<file path="src/rtl/int_ack_dispatch.sv">
// Interrupt acknowledge/dispatch: latches a one-hot route address, raises Irq
// with its vector, handshakes Ack/Done and pulses Clr_req back to the source.
module int_ack_dispatch #(
    parameter int ACK_TIMEOUT = 16,
    parameter int CNT_W       = 8
) (
    input  logic       Clk,
    input  logic       Rst,
    input  logic [3:0] Rout_addrs,
    input  logic       Ack,
    input  logic       Done,
    output logic       Irq,
    output logic [1:0] Vec,
    output logic       Busy,
    output logic [3:0] Clr_req,
    output logic       Bad_addr,
    output logic       Tmo_err
);

    typedef enum logic [1:0] {
        IDLE,
        REQ,
        SERVE,
        CLEAR
    } state_t;

    localparam logic [CNT_W-1:0] TMO_LAST = CNT_W'(ACK_TIMEOUT - 1);

    state_t           state, state_nx;
    logic [CNT_W-1:0] cnt, cnt_nx;
    logic [3:0]       addr, addr_nx;
    logic [1:0]       vec_nx, vec_enc;
    logic             bad_nx, tmo_nx;
    logic             one_hot;

    assign one_hot = (Rout_addrs != 4'd0)
                  && ((Rout_addrs & (Rout_addrs - 4'd1)) == 4'd0);

    always_comb begin
        vec_enc = 2'd0;
        case (Rout_addrs)
            4'b0001: vec_enc = 2'd0;
            4'b0010: vec_enc = 2'd1;
            4'b0100: vec_enc = 2'd2;
            4'b1000: vec_enc = 2'd3;
            default: vec_enc = 2'd0;
        endcase
    end

    always_comb begin
        state_nx = state;
        cnt_nx   = cnt;
        addr_nx  = addr;
        vec_nx   = Vec;
        bad_nx   = 1'b0;
        tmo_nx   = 1'b0;
        case (state)
            IDLE: begin
                if (one_hot) begin
                    addr_nx  = Rout_addrs;
                    vec_nx   = vec_enc;
                    cnt_nx   = '0;
                    state_nx = REQ;
                end else if (Rout_addrs != 4'd0) begin
                    bad_nx = 1'b1;
                end
            end
            REQ: begin
                // Ack takes priority over a timeout expiring the same cycle
                if (Ack) begin
                    state_nx = SERVE;
                end else if (cnt == TMO_LAST) begin
                    tmo_nx   = 1'b1;
                    state_nx = IDLE;
                end else begin
                    cnt_nx = cnt + 1'b1;
                end
            end
            SERVE: begin
                if (Done) state_nx = CLEAR;
            end
            CLEAR: begin
                state_nx = IDLE;
            end
            default: begin
                state_nx = IDLE;
            end
        endcase
    end

    // Outputs are registered from the next-state view so they track state.
    always_ff @(posedge Clk) begin
        if (Rst) begin
            state    <= IDLE;
            cnt      <= '0;
            addr     <= 4'd0;
            Irq      <= 1'b0;
            Vec      <= 2'd0;
            Busy     <= 1'b0;
            Clr_req  <= 4'd0;
            Bad_addr <= 1'b0;
            Tmo_err  <= 1'b0;
        end else begin
            state    <= state_nx;
            cnt      <= cnt_nx;
            addr     <= addr_nx;
            Irq      <= (state_nx == REQ);
            Vec      <= vec_nx;
            Busy     <= (state_nx == SERVE);
            Clr_req  <= (state_nx == CLEAR) ? addr_nx : 4'd0;
            Bad_addr <= bad_nx;
            Tmo_err  <= tmo_nx;
        end
    end

endmodule

</file>
<file path="config.mk">
export PLATFORM = sky130hd
export DESIGN_NAME = int_ack_dispatch
export DESIGN_NICKNAME = d
export VERILOG_FILES = /design/src/rtl/int_ack_dispatch.sv
export SDC_FILE = /design/constraint.sdc
export NUM_CORES = 1
export LEC_CHECK = 0
export CORE_UTILIZATION = 52
export CTS_CLUSTER_SIZE = 20
export DETAILED_ROUTE_END_ITERATION = 7
export PLACE_DENSITY = 0.77
export SLEW_MARGIN = 20
export SYNTH_ARGS = -nofsm -noshare
export SYNTH_HDL_FRONTEND = slang
export SYNTH_SLANG_ARGS = --single-unit
</file>
<file path="constraint.sdc">
create_clock -name Clk -period 2.25 [get_ports Clk]
set_input_delay 0.225 -clock Clk [delete_from_list [all_inputs] [get_ports Clk]]
set_output_delay 0.225 -clock Clk [all_outputs]
set_load 0.1 [all_outputs]
</file>
==> results of run 1 <==
[worst min-delay path, cell delays in order, from the launching register on]
cell and delay [ns]:
dfxtp_1 0.33, inv_1 0.05, o32ai_1 0.05
[synthesized netlist by cell type (2+ instances only)]
master      n
xor2_1      3
nand2_1     8
nand3_1     3
nor2_1     22
clkbuf_1    5
a21oi_1     4
o21ai_0     5
a211oi_1    2
nor4_1      2
a21o_1      2
nor3_1      7
a2111oi_0   2
inv_1       5
a32oi_1     3
nand3b_1    2
dfxtp_1    24
xnor2_1     3
nor2b_1     3
or3_1       6
nand4_1     4
[per-layer routing]
layer	global-route usage (%)	routed length, um	part of all wire [%]
met1	28.7	1110	48
met2	35.6	1070	46
met5	0	0	0
met4	5.71	0	0
met3	3.70	146	6.3
[power groups by stage]
stage	clock network (mW)	logic, mW	registers (mW)
finish	0.224	0.219	0.456
global route	0.246	0.237	0.458
CTS	0.230	0.219	0.456
detailed placement	0	0.219	0.465
global placement	0	0.216	0.465
floorplan	0	0.111	0.518
[path summary, 6_finish.rpt]
| path | end | slack [ns] | cells past startpoint |
|---|---|---|---|
| hold reg to reg | Vec[0]$_SDFFE_PP0P_ | 0.46 | 2 |
| hold / removal | Vec[0]$_SDFFE_PP0P_ | 0.46 | 2 |
| setup / recovery | Vec[0]$_SDFFE_PP0P_ | 0.39 | 5 |
| setup reg to reg | Irq$_SDFF_PP0_ | 0.43 | 4 |
[state kept, by name, indices dropped and copies added (netlist names)]
name      cells
cnt           8
Vec           2
Bad_addr      1
Busy          1
addr          4
Tmo_err       1
Irq           1
state         2
Clr_req       4
[kinds of logic (layout without fill, tap and decap cells)]
kind of cell / Yosys count / in the layout / synth area share (%)
and+or+nand+nor: 66 / 66 / 29.4
AOI/OAI and AO/OA: 25 / 25 / 16.7
DFF: 24 / 24 / 41.0
buffers and inverters: 14 / 33 / 5.66
xor gates and xnor gates: 6 / 6 / 4.49
adders and majority gates: 2 / 2 / 1.92
muxes: 1 / 1 / 0.855
[cell type report]
cell class / count / area (sq um) / area share [%]
Timing Repair Buffer: 24 / 198 / 14.2
Inverter: 5 / 18.8 / 1.35
Multi-Input combinational cell: 100 / 624 / 44.9
Tap cell: 27 / 33.8 / 2.43
Clock buffer: 4 / 36.3 / 2.61
Sequential cell: 24 / 480 / 34.5
[stage by stage]
step	instances	setup slack, ns	total power [mW]	instance area [sq um]	hold slack [ns]
floorplan	138	0.561	0.629	1170	0.305
global placement	180	0.118	0.681	1360	0.450
CTS	184	0.393	0.905	1390	0.469
finish	184	0.394	0.899	1390	0.465
detailed placement	180	0.0536	0.684	1360	0.450
global route	184	0.205	0.941	1390	0.510
==> results by group, run 1 <==
Outcome
  • Status: completed

Floorplan
  • Initial Utilization: between 50% and 60%
  • FP Rows: 16
  • Full die area: 2450 sq um
  • Die Wd: between 40 and 50 um
  • Placeable Area: 2040 sq um
  • Die height: between 40 and 50 um
  • Top-level port count: 18

Synthesis
  • Synth top area cells: dfxtp_1 (41%), nor2_1 (7.1%), or3_1 (3.2%)
  • Ys async rst share: 0%
  • Top_reg_cell synth: dfxtp_1
  • Avg Inst Size Synth: 8.49 sq um
  • Post-Syn Instances: approximately 140
  • Synth area leader: dfxtp_1
  • YS warnings: 0
  • Mapped Area: about 1200 sq um
  • EDFF count, synth: 0
  • Yosys reg bits: 24
  • Syn Nets: around 150
  • Sequential-to-total area share from yosys stat: approximately two fifths
  • Top-area cell type share of the netlist area: about 41%
  • Yosys cell types: 43

STA
  • Worst-margin pin slew: between 0.6 and 0.7 ns
  • RSZ-0062 raised after global routing: false
  • Final Hold Fails: 0
  • Fmax: 0.539 GHz
  • Max-slew violation total from the final report: 0
  • Setup Skew: about 0.0042 ns
  • Min Tclk post-route: 1.86 ns
  • TNS Setup: 0 ns
  • Slew headroom: a little under three fifths
  • Tcrit/Tclk final: between 80% and 90%
  • Finish-stage setup viols: 0

Route
  • Routed length per instance: between 10 and 15 um
  • Drt total wl: 2320 um
  • Drt via density: 5.67
  • TritonRoute pass-1 iters: 4
  • Initial drt markers: 29
  • Vias: around 1000
  • Number of routed nets with antenna violations: 0
  • DR DRC count: 0

Layout
  • Ant. Diodes: 0
  • Area growth syn-to-layout: 18.8%
  • Fillers: between 150 and 200
  • Layout cells sized above 1: 16.6%
  • Nets@finish: 167
  • Layout Utilization: around 68%
  • Commonest non-fill, non-tap cell in the layout: dfxtp_1
  • Commonest non-fill, non-tap cells in the layout: dfxtp_1 (24), nor2_1 (22), buf_4 (17)

Global routing
  • Aggregate global routing overflow: 0
  • Antenna violations before repair: 0
  • Number of global-route vias before repair: slightly above 900
  • Largest net degree at the start of global routing: 14
  • Total GRT Usage: 21.4%
  • First-pass GRT wire length: ~4100 um

Power
  • Worst vdd rail ir drop: 408 uV
  • Total leakage power: between 0.5 and 0.6 nW
  • Pint: slightly above 0.6 mW
  • Sw Share: 31.4%
  • Combinational share of power: between 20% and 30%
  • Sequential fraction of design power: 50.7%
  • P_sw: ~0.28 mW
  • Clock Power Share: about 25%
  • Power density over cell area: between 600 and 700 nW/um^2

Clocking
  • Clock Pin Slew Worst Setup and Hold Paths: 0.12 ns
  • Root Driver: clkbuf_4
  • CTS Buffer Depth: 2
  • Inserted Clock Buffers: 3
  • Post-CTS setup buffer count: 0
  • H-tree depth: 1
  • Post-CTS sizing: 0
  • TritonCTS clock tree: yes
  • Clk Latency, worst-skew pair: a little over 0.3 ns
  • Sink Count: 24
  • Hold Buf Count CTS: 0

Setup path
  • Peak fanout along the critical path: 9
  • Startpoint Class: primary input
  • Crit Path Class: primary input to flop
  • CP Cell Sequence: clkdlybuf4s50_1, xor2_1, a2111oi_0, a311oi_2, o32ai_1
  • Max incr delay on CP: roughly 0.62 ns
  • Top Family by Delay on Critical Path: compound AO/OA/AOI/OAI gates
  • CP arrival: just over 2 ns
  • Buf/Inv on CP: 1
  • Critical Path End Type: flop
  • Worst EP required: around 2.4 ns
  • Critical path's slowest cell: a311oi_2
  • Reg2reg start: state[0]$_SDFF_PP0_
  • Crit. Startpoint: Rout_addrs[3]

Worst hold path
  • HP Start: Vec[0]$_SDFFE_PP0P_
  • Hold WC Path Type: flop to flop

Placed design
  • RePlAce Congestion: about 0.89
  • Post-DP HPWL: between 1500 and 2000 um
  • Port Buf Inserts: 17

Run
  • Max-cap violation count: 0
Power figures use the tool's default switching activity.
==> run 2: changes to the inputs <==
Settings changed: CORE_UTILIZATION 52 to 47, PLACE_DENSITY 0.77 to 0.74.
Clock period 2.25 ns to 1.56 ns, I/O delays scaled along.
==> run 2 against run 1 <==
Effect of this change: die area increased by 10%; utilization increased by 9.6 points; sequential power increased by 44%; clock power increased by 15%; first-iteration DRC count decreased by 21%; sequential cell count unchanged; largest power group unchanged; non-clock buffer count increased by 20; final cell count increased by 11%; combinational power increased by 110%; clock skew increased by 0.0015 ns; the run now ends with setup timing left.
==> results by group, run 2 (synthesis gave the netlist of run 1 again) <==
Power
  • Power density over cell area: between 700 and 800 nW/um^2
  • Total leakage power: around 0.70 nW
  • Worst vdd rail ir drop: just over 700 uV
  • Power consumption: 1.38 mW

STA
  • Min Tclk post-route: 1.57 ns
  • Worst-margin pin slew: 0.360 ns
  • Finish-stage setup viols: 2
  • Worst setup margin: -0.0127 ns
  • Fmax: approximately 0.64 GHz
  • RSZ-0062 raised after global routing: true
  • Final Hold Fails: 0
  • Setup Skew: ~0.0057 ns
  • Max-slew violation total from the final report: 0
  • Tcrit/Tclk final: 101%
  • Slew headroom: approximately 76%

Global routing
  • Number of global-route vias before repair: a little over 1000
  • Busiest grt layer: met2
  • GRT met3 Usage: about 5.3%
  • Met2 Use GR: about 43%
  • Largest net degree at the start of global routing: 15
  • Aggregate global routing overflow: 0
  • Global routing usage on met1: 25.2%
  • Total GRT Usage: roughly 23%
  • Antenna violations before repair: 0
  • First-pass GRT wire length: roughly 4500 um

Route
  • Vias: ~1100
  • Initial drt markers: 23
  • Routed length per instance: around 15 um
  • TritonRoute pass-1 iters: 4
  • Drt via density: around 5.5
  • Number of routed nets with antenna violations: 0
  • Drt total wl: just under 3000 um
  • DR DRC count: 0

Layout
  • Most flop-heavy register: cnt
  • Area growth syn-to-layout: 51.1%
  • Nets@finish: between 150 and 200
  • Final instance area: 1770 sq um
  • Number of flip-flops in the largest register: 8
  • Layout cells sized above 1: approximately a third
  • Commonest non-fill, non-tap cells in the layout: buf_4 (26), nor2_1 (22), dfxtp_1 (21)
  • Commonest non-fill, non-tap cell in the layout: buf_4
  • Ant. Diodes: 0
  • Biggest regs: cnt x8, Clr_req x4, addr x4

Floorplan
  • Full die area: around 2700 sq um
  • Placeable Area: 2280 sq um
  • Die Wd: between 50 and 60 um
  • Top-level port count: 18
  • FP Rows: 17
  • Initial Utilization: between 50% and 60%
  • Die height: 51.9 um

Setup path
  • Peak fanout along the critical path: 4
  • Startpoint Class: flop
  • CP Cell Sequence: or3b_4, a41o_4, a211o_1, and2_4
  • Crit Path Class: flop to flop
  • CP arrival: 1.79 ns
  • Buf/Inv on CP: 0
  • Critical path's slowest cell: or3b_4
  • Worst EP required: roughly 1.8 ns
  • Top Family by Delay on Critical Path: compound AO/OA/AOI/OAI gates
  • Max incr delay on CP: 0.42 ns
  • Critical Path End Type: flop

Placed design
  • RePlAce Congestion: 0.844
  • Port Buf Inserts: 17
  • Placed cell area: roughly 1600 sq um
  • Post-DP HPWL: about 2100 um
  • Setup WS pre-CTS: -0.517 ns

Outcome
  • Status: finished, violations left
  • Violated checks: setup timing

Clocking
  • Clk Latency, worst-skew pair: 0.31 ns
  • CTS Buffer Depth: 2
  • Sink Count: 24
  • TritonCTS clock tree: yes
  • Clock Pin Slew Worst Setup and Hold Paths: about 0.11 ns
  • Inserted Clock Buffers: 3
  • H-tree depth: 1
  • Root Driver: clkbuf_4

Run
  • Max-cap violation count: 0

Worst hold path
  • Hold WC Path Type: flop to flop
-- run 2: cell count changes in the layout (fill, tap and decap cells not counted), moves of 2 or more --
cell and delta:
nor4_4 +2, dfxtp_2 +3, dfxtp_1 -3, a2111oi_0 -2
buf_12 +10, nor4_1 -2, buf_4 +9, nor3_2 +2
nor3_1 -2
-- run 2: what timing repair did --
action,in CTS,in global routing
cloned,0,0
gates resized for setup,10,13
setup endpoints to repair,12,12
buffers inserted,0,6
hold endpoints to repair,0,0
hold buffers,0,0
pin swaps,1,3
-- run 2: per-stage QoR --
| stage | setup TNS, ns | instances | hold WS [ns] | utilization [%] |
|---|---|---|---|---|
| 2_1_floorplan | -0.364 | 138 | 0.236 | - |
| 3_3_place_gp | -4.60 | 195 | 0.459 | 69.7 |
| 3_5_place_dp | -5.91 | 195 | 0.470 | 69.7 |
| 4_1_cts | -0.0500 | 198 | 0.498 | 72.7 |
| 5_1_grt | -0.202 | 204 | 0.528 | 77.7 |
| 6_report | -0.0248 | 204 | 0.487 | 77.7 |
-- run 2: final cells by class --
class                   instances  area, sq um
well taps                      28         35.0
repair buffers                 44          477
inverters                       5         22.5
flip-flops and latches         24          484
clock buffers                   3         22.5
multi-input cells             100          728
fillers                       141          507
-- run 2: power breakdown --
part / switching, mW / internal, mW / total, mW
Combinational: 0.253 / 0.211 / 0.464
Clock: 0.167 / 0.0904 / 0.257
Sequential: 0.0191 / 0.638 / 0.657
Total: 0.439 / 0.939 / 1.38
-- run 2: worst min-delay path: cells and delay by family (launching register included) --
family / cells / cell delay, ns
AO/OA/AOI/OAI: 1 / 0.06
flip-flops: 1 / 0.32
AND/OR/NAND/NOR: 1 / 0.08
-- run 2: metal layers --
metal	vias to the layer above	wire, um
met2	30	1590
met3	8	105
li1	570	-
met4	0	70
met5	-	0
met1	522	1200
-- run 2: path summary, 6_finish.rpt --
check | start | end | slack [ns] | cells past startpoint
worst max register to register | state[1]$_SDFF_PP0_ | Busy$_SDFF_PP0_ | -0.01 | 4
worst min register to register | addr[3]$_SDFF_PP0_ | addr[3]$_SDFF_PP0_ | 0.49 | 2
worst min-delay path | addr[3]$_SDFF_PP0_ | addr[3]$_SDFF_PP0_ | 0.49 | 2
worst max-delay path | state[1]$_SDFF_PP0_ | Busy$_SDFF_PP0_ | -0.01 | 4
==> run 3: changes to the inputs <==
Settings changed: CORE_UTILIZATION 47 to 55, PLACE_DENSITY 0.74 to 0.81.
Clock period 1.56 ns to 2 ns, I/O delays scaled along.
==> run 3 against run 2 <==
Effect of this change: final cell count down 6.9%; the flow now finishes without violations; sequential cell count unchanged; sequential power is 23% lower; utilization is 4.4 points lower; clock-buffer cell count did not move; design area shrank 18%; clock skew shrank 0.0032 ns; clock power is 39% higher; global-route usage grew 2.0 points.
==> results by group, run 3 (synthesis gave the netlist of run 1 again) <==
Power
  • Combinational share of power: approximately a quarter
  • Power density over cell area: between 700 and 800 nW/um^2
  • Clock Power Share: between 30% and 40%
  • Sequential fraction of design power: approximately 45%
  • P_sw: 0.334 mW
  • Sw Share: 29.6%
  • Total leakage power: 0.577 nW
  • Worst vdd rail ir drop: 660 uV
  • Pint: 0.797 mW

Route
  • Drt total wl: around 2600 um
  • Routed length per instance: roughly 13 um
  • Number of routed nets with antenna violations: 0
  • TritonRoute pass-1 iters: 4
  • Drt via density: between 5 and 6
  • Vias: around 1100
  • Initial drt markers: 36
  • DR DRC count: 0

Layout
  • Layout Utilization: about three quarters
  • Number of flip-flops in the largest register: 8
  • Most flop-heavy register: cnt
  • Ant. Diodes: 0
  • Final instance area: between 1000 and 1500 sq um
  • Commonest non-fill, non-tap cells in the layout: dfxtp_1 (24), buf_4 (23), nor2_1 (22)
  • Nets@finish: between 150 and 200
  • Layout cells sized above 1: ~20%
  • Area growth syn-to-layout: 24.0%
  • Biggest regs: cnt x8, Clr_req x4, addr x4
  • Commonest non-fill, non-tap cell in the layout: dfxtp_1

Global routing
  • Global routing usage on met1: between 20% and 30%
  • Number of global-route vias before repair: slightly below 1000
  • Total GRT Usage: between 20% and 30%
  • Largest net degree at the start of global routing: 15
  • Met2 Use GR: 41.9%
  • Busiest grt layer: met2
  • First-pass GRT wire length: 3930 um
  • Antenna violations before repair: 0
  • GRT met3 Usage: 5.56%
  • Aggregate global routing overflow: 0

Floorplan
  • Initial Utilization: approximately 60%
  • Full die area: 2320 sq um
  • Top-level port count: 18
  • FP Rows: 16
  • Die Wd: approximately 48 um
  • Placeable Area: about 2000 sq um
  • Die height: 48.1 um

Clocking
  • Inserted Clock Buffers: 3
  • Post-CTS sizing: 0
  • Hold Buf Count CTS: 0
  • TritonCTS clock tree: yes
  • Sink Count: 24
  • Clk Latency, worst-skew pair: between 0.3 and 0.4 ns
  • Root Driver: clkbuf_4
  • H-tree depth: 1
  • CTS Buffer Depth: 2
  • Post-CTS setup buffer count: 0
  • Clock Pin Slew Worst Setup and Hold Paths: 0.13 ns

Setup path
  • CP arrival: 2.04 ns
  • Startpoint Class: primary input
  • Crit Path Class: primary input to flop
  • Worst EP required: around 2.2 ns
  • Critical Path End Type: flop
  • Peak fanout along the critical path: 9

STA
  • Worst setup margin: about 0.16 ns
  • Max-slew violation total from the final report: 0
  • Finish-stage setup viols: 0
  • Tcrit/Tclk final: between 90 and 100%
  • Final Hold Fails: 0
  • Slew headroom: 55.0%
  • Min Tclk post-route: approximately 1.8 ns
  • Setup Skew: approximately 0.0026 ns
  • Fmax: ~0.54 GHz
  • RSZ-0062 raised after global routing: false
  • Worst-margin pin slew: between 0.6 and 0.7 ns

Placed design
  • Post-DP HPWL: between 1500 and 2000 um
  • Placed cell area: 1400 sq um
  • RePlAce Congestion: between 0.9 and 1
  • Setup WS pre-CTS: -0.185 ns
  • Port Buf Inserts: 17

Worst hold path
  • Hold WC Path Type: flop to flop

Run
  • Max-cap violation count: 0

Outcome
  • Status: completed
## run 3: cell types whose count changed in the layout (fill, tap and decap cells not counted), moves of 2 or more
| cell | delta |
|---|---|
| nor4_4 | -2 |
| nor4_1 | +2 |
| nor3_1 | +2 |
| buf_4 | -3 |
| a2111oi_0 | +2 |
| buf_12 | -10 |
| dfxtp_1 | +3 |
| dfxtp_2 | -3 |
| nor3_2 | -2 |
## run 3: power groups by stage
stage / logic [mW] / registers [mW] / clock network (mW)
global placement: 0.260 / 0.516 / 0
finish: 0.269 / 0.506 / 0.356
global route: 0.287 / 0.509 / 0.371
detailed placement: 0.265 / 0.517 / 0
CTS: 0.267 / 0.506 / 0.356
floorplan: 0.125 / 0.583 / 0
## run 3: path summary, 6_finish.rpt
check,startpoint,endpoint,slack [ns],cells past startpoint
worst max-delay path,Rout_addrs[2],Vec[0]$_SDFFE_PP0P_,0.16,4
worst max register to register,state[0]$_SDFF_PP0_,Vec[0]$_SDFFE_PP0P_,0.29,5
worst min-delay path,Vec[0]$_SDFFE_PP0P_,Vec[0]$_SDFFE_PP0P_,0.48,2
worst min register to register,Vec[0]$_SDFFE_PP0P_,Vec[0]$_SDFFE_PP0P_,0.48,2
## run 3: layout make-up
type	instances	area, sq um
multi-input cells	100	624
fillers	155	529
clock buffers	3	22.5
flip-flops and latches	24	480
well taps	27	33.8
inverters	5	18.8
repair buffers	30	243
clock inverters	1	30.0
## run 3: per-stage QoR
stage	instances	hold slack, ns	setup TNS (ns)	total power, mW
after global placement	186	0.450	-0.234	0.776
after floorplan	138	0.280	0	0.708
after detailed placement	186	0.457	-0.948	0.782
after global routing	190	0.508	0	1.17
final	190	0.475	0	1.13
after CTS	190	0.479	0	1.13
## run 3: metal layers
metal	part of all wire, %	vias to the layer above	routed length (um)
li1	-	542	-
met1	45	485	1150
met2	47	41	1190
met3	6.1	9	155
met4	2.3	0	59
met5	0	-	0
## run 3: critical path, stage by stage
cell and delay [ns]:
clkdlybuf4s50_1 0.53, or3_1 0.46, a311oi_2 0.66, o32ai_1 0.19
==> variant 1, RTL diff (settings of run 1) <==
`CNT_W`: 8 -> 12.
--- a/src/rtl/int_ack_dispatch.sv
+++ b/src/rtl/int_ack_dispatch.sv
@@ -3,5 +3,5 @@
 module int_ack_dispatch #(
     parameter int ACK_TIMEOUT = 16,
-    parameter int CNT_W       = 8
+    parameter int CNT_W       = 12
 ) (
     input  logic       Clk,
Formal check against the unedited RTL: no difference found for any inputs over 10 cycles, from zero or initial values and one cycle with Rst high; that may be too few to reach the edited logic, so the function may still have changed.
==> variant 1 against run 1 <==
- via count grew 17%
- total power is 0.44% lower
- critical endpoint is now cnt[3]$_SDFFE_PP0P_
- first-iteration DRC count down 6.9%
- sequential share of layout area grew 1.5 points
- clock skew down 0.0010 ns
- final area rose by 12%
- die area is 13% higher
- wire length up 25%
- highest routed layer is now met4
- sequential cell count is 4 higher
- area after synthesis up 14%
- setup slack improved by 0.11 ns
==> variant 1: results (changes against run 1) <==
status=complete, no violations; skew final=0.00319 ns (-0.00102 ns); Synth top cells by count=28 x dfxtp_1, 22 x nor2_1, 11 x nand2_1; drt pass-1 iters=4 (unchanged); wire per inst=14.0 µm (+11%); post-synthesis net count=168 (+14%); first-pass GRT wire length=5.10 mm (+25%); internal power=0.000634 W (+2.7%); setup slack, reg-to-reg=0.51 ns (+0.08 ns); count of nets after finishing=190 (+14%); largest net degree at the start of global routing=15 (+1); dpl ws=0.169 ns (+0.115 ns); antenna diode count=0 (unchanged); Post-DP HPWL=2.15 mm (+23%); clock transition at the registers of the reported paths=0.13 ns; Detailed Route Iter0 Violations=27 (-6.9%); R2R cell count=4 (unchanged); Lkg Pwr=0.543 nW (+0.42%); crit path DAT=1.98 ns (-0.05 ns); cts bufs inserted=3 (unchanged); hold wc startpoint=Vec[1]$_SDFFE_PP0P_; placed cells=204 (+13%); Largest delay share family, worst path=compound AO/OA/AOI/OAI gates; # port buffers=17 (unchanged); Crit Reg-Reg Endpoint=cnt[9]$_SDFFE_PP0P_; maximum vdd ir drop=0.369 mV (-9.5%); Clk Latency, worst-skew pair=0.31 ns (about the same); fraction of registers with async set/reset=0% (unchanged); GRT Overall Usage=24.8% (+3.4 points); Post-Synthesis Cells=159 (+15%); worst-path fanout max=10 (+1); Post-Layout Cell Count=207 (+13%); clk root buf=clkbuf_4; Critical Path Max Stage Delay=0.52 ns (-0.10 ns); Post-DP Area=1530 µm² (+13%); hold depth=2 (unchanged); HP Class=reg -> reg; top flop regs=cnt: 12 flops, Clr_req: 4 flops, addr: 4 flops; worst hold slack=0.489 ns (+0.0247 ns); slowest CP cell=clkdlybuf4s50_1; share of cells above drive strength 1=13.4% (-3.2 points); YS warnings=0 (unchanged); Critical R2R Launch=state[0]$_SDFF_PP0_; top cells by area, synth=dfxtp_1 42%, nor2_1 6.2%, xnor2_1 4.6%; relative slew slack=66.7% (+10 points); vias post-DR=1221 (+17%); RePlAce Congestion=0.850 (-4.2%); post-synthesis sequential area ratio=42.0% (+0.96 points); hold path endpoint=Vec[1]$_SDFFE_PP0P_; Netlist cell types=37 (-14%)
==> variant 1: routing by layer <==
metal | track usage, % | up-vias | routed length, µm
met5 | 0 | - | 0
li1 | - | 619 | -
met2 | 36.9 | 25 | 1310
met1 | 35.2 | 575 | 1450
met3 | 3.48 | 2 | 125
met4 | 10.5 | 0 | 23
==> variant 1: worst max path at each step <==
stage	startpoint	to	slack (ns)	depth (start not counted)
2_1_floorplan	state[1]$_SDFF_PP0_	cnt[10]$_SDFFE_PP0P_	0.67	6
3_3_place_gp	Rout_addrs[0]	cnt[3]$_SDFFE_PP0P_	0.27	5
3_5_place_dp	Rout_addrs[0]	cnt[3]$_SDFFE_PP0P_	0.17	5
4_1_cts	state[0]$_SDFF_PP0_	cnt[9]$_SDFFE_PP0P_	0.49	4
5_1_grt	Rout_addrs[0]	cnt[3]$_SDFFE_PP0P_	0.27	5
6_report	Rout_addrs[0]	cnt[3]$_SDFFE_PP0P_	0.50	5
==> variant 1: final cells by class <==
cell class,instances,area (µm²)
well taps,28,35.0
flip-flops and latches,28,561
repair buffers,26,213
inverters,2,7.51
clock buffers,3,22.5
fillers,215,763
multi-input cells,120,717
==> variant 1: logic make-up (layout without fill, tap and decap cells) <==
family	after synthesis	in the layout	synth area share [%]
AND/OR/NAND/NOR	81	81	32.1
flip-flops	28	28	42.0
AO/OA/AOI/OAI	27	27	13.4
buffers and inverters	11	31	4.31
XOR/XNOR	10	10	6.56
adder cells (fa/ha/maj)	2	2	1.69
==> variant 1: power groups by stage <==
stage	logic, W	clock network [W]	registers [W]
2_1_floorplan	0.0000848	0	0.000575
3_3_place_gp	0.000175	0	0.000533
3_5_place_dp	0.000178	0	0.000534
4_1_cts	0.000178	0.000198	0.000523
5_1_grt	0.000193	0.000218	0.000526
6_report	0.000179	0.000193	0.000523
==> variant 2, RTL diff (flow settings as in run 1) <==
Made on the original files. Re-encode `state_t` (4 states) as Gray code, 2 bits wide.
--- a/src/rtl/int_ack_dispatch.sv
+++ b/src/rtl/int_ack_dispatch.sv
@@ -19,8 +19,8 @@
 
     typedef enum logic [1:0] {
-        IDLE,
-        REQ,
-        SERVE,
-        CLEAR
+        IDLE  = 2'b00,
+        REQ   = 2'b01,
+        SERVE = 2'b11,
+        CLEAR = 2'b10
     } state_t;
 
Behaviour: same outputs for any inputs over 10 cycles, from zero or initial values and one cycle with Rst high; not proved beyond that.
==> variant 2 against run 1 <==
- combinational power decreased by 23%
- register-to-register slack improved by 0.18 ns
- critical path depth unchanged
- final area increased by 0.54%
- sequential cell count unchanged
- setup slack improved by 0.21 ns
- clock skew increased by 0.0021 ns
- wire length increased by 3.3%
- count of clock-buffer cells in the layout unchanged
- area after synthesis unchanged
- total power decreased by 6.4%
- critical path type unchanged
==> variant 2: results (changes against run 1) <==
metal2 WL=1.06 mm (-0.56%); Signal inverters=12 (+7); Synth top cells by count=24 x dfxtp_1, 15 x nor2_1, 12 x inv_1; Crit. Startpoint=Rout_addrs[3]; top cells by area, synth=dfxtp_1 41%, nor2_1 4.8%, o21ai_0 3.8%; fill count=184 (+2.8%); Clock buf/inv share=2.59% (-0.014 points); Post-Synth XOR/XNOR Area=2.24% (-2.2 points); RePlAce Congestion=0.854 (-3.7%); GR Layer Usage met2=35.8% (+0.23 points); hold wc startpoint=addr[0]$_SDFF_PP0_; post-synthesis net count=149 (+1.4%); maximum vdd ir drop=0.507 mV (+24%); Post-Layout Cell Count=187 (+1.6%); count of nets after finishing=170 (+1.8%); Non-clock buffers=23 (-4.2%); multi-input combinational cell area=613 µm² (-1.8%); Lkg Pwr=0.522 nW (-3.5%); Data buffer area share=13.6% (-0.61 points); Post-DP Area=1360 µm² (+0.55%); first-pass GRT wire length=4.02 mm (-1.7%); post-synthesis compound-gate area fraction=19.7% (+3.0 points); sequential cell area share=34.3% (-0.19 points); Slew @ Worst Pin=0.447 ns (-0.208 ns); crit path DAT=1.87 ns (-0.16 ns); Post-DP HPWL=1.80 mm (+3.3%); top routing layer in use=met4; placed cells=183 (+1.7%); met1 GRT Util=27.2% (-1.5 points); post-DR vias/cell=5.80 (+2.2%); largest net degree at the start of global routing=14 (unchanged); metal3 WL=123 µm (-16%); routed wire length=2.40 mm (+3.3%); Critical R2R Launch=cnt[0]$_SDFFE_PP0P_; GRT Overall Usage=20.9% (-0.55 points); Util after Layout=68.5% (+0.37 points); Netlist cell types=36 (-16%); Post-Synth Adder-Cell Area=1.07% (-0.85 points); status=complete, no violations; vias in the first global route=965 (+4.2%); R2R cell count=5 (+1); Synth Area per Inst=8.37 µm² (-1.4%); cts bufs inserted=3 (unchanged); skew final=0.00629 ns (+0.00207 ns)
[variant 2: cell types whose count changed after synthesis, sizes merged, moves of 3 or more]
cell and delta:
nor4 +3, and3 +3, nor2 -7, a31oi +3
o21ai +4, o211ai +5, nand3 +3, inv +7
[variant 2: worst max-delay path, cell delays in order]
cell	delay, ns
clkdlybuf4s50_1	0.63
nor2_1	0.12
a221oi_1	0.45
o211ai_2	0.23
o21ai_0	0.22
[variant 2: power breakdown]
part	leakage (nW)	total (W)	internal, W	switching, W
clock	0.0210	0.000224	0.0000987	0.000125
sequential	0.195	0.000450	0.000438	0.0000120
combinational	0.307	0.000168	0.0000588	0.000109
[variant 2: path summary, 6_finish.rpt]
check / endpoint / slack, ns
max: cnt[1]$_SDFFE_PP0P_ / 0.61
min: Clr_req[0]$_SDFF_PP0_ / 0.47
max reg2reg: cnt[1]$_SDFFE_PP0P_ / 0.61
min reg2reg: Clr_req[0]$_SDFF_PP0_ / 0.47
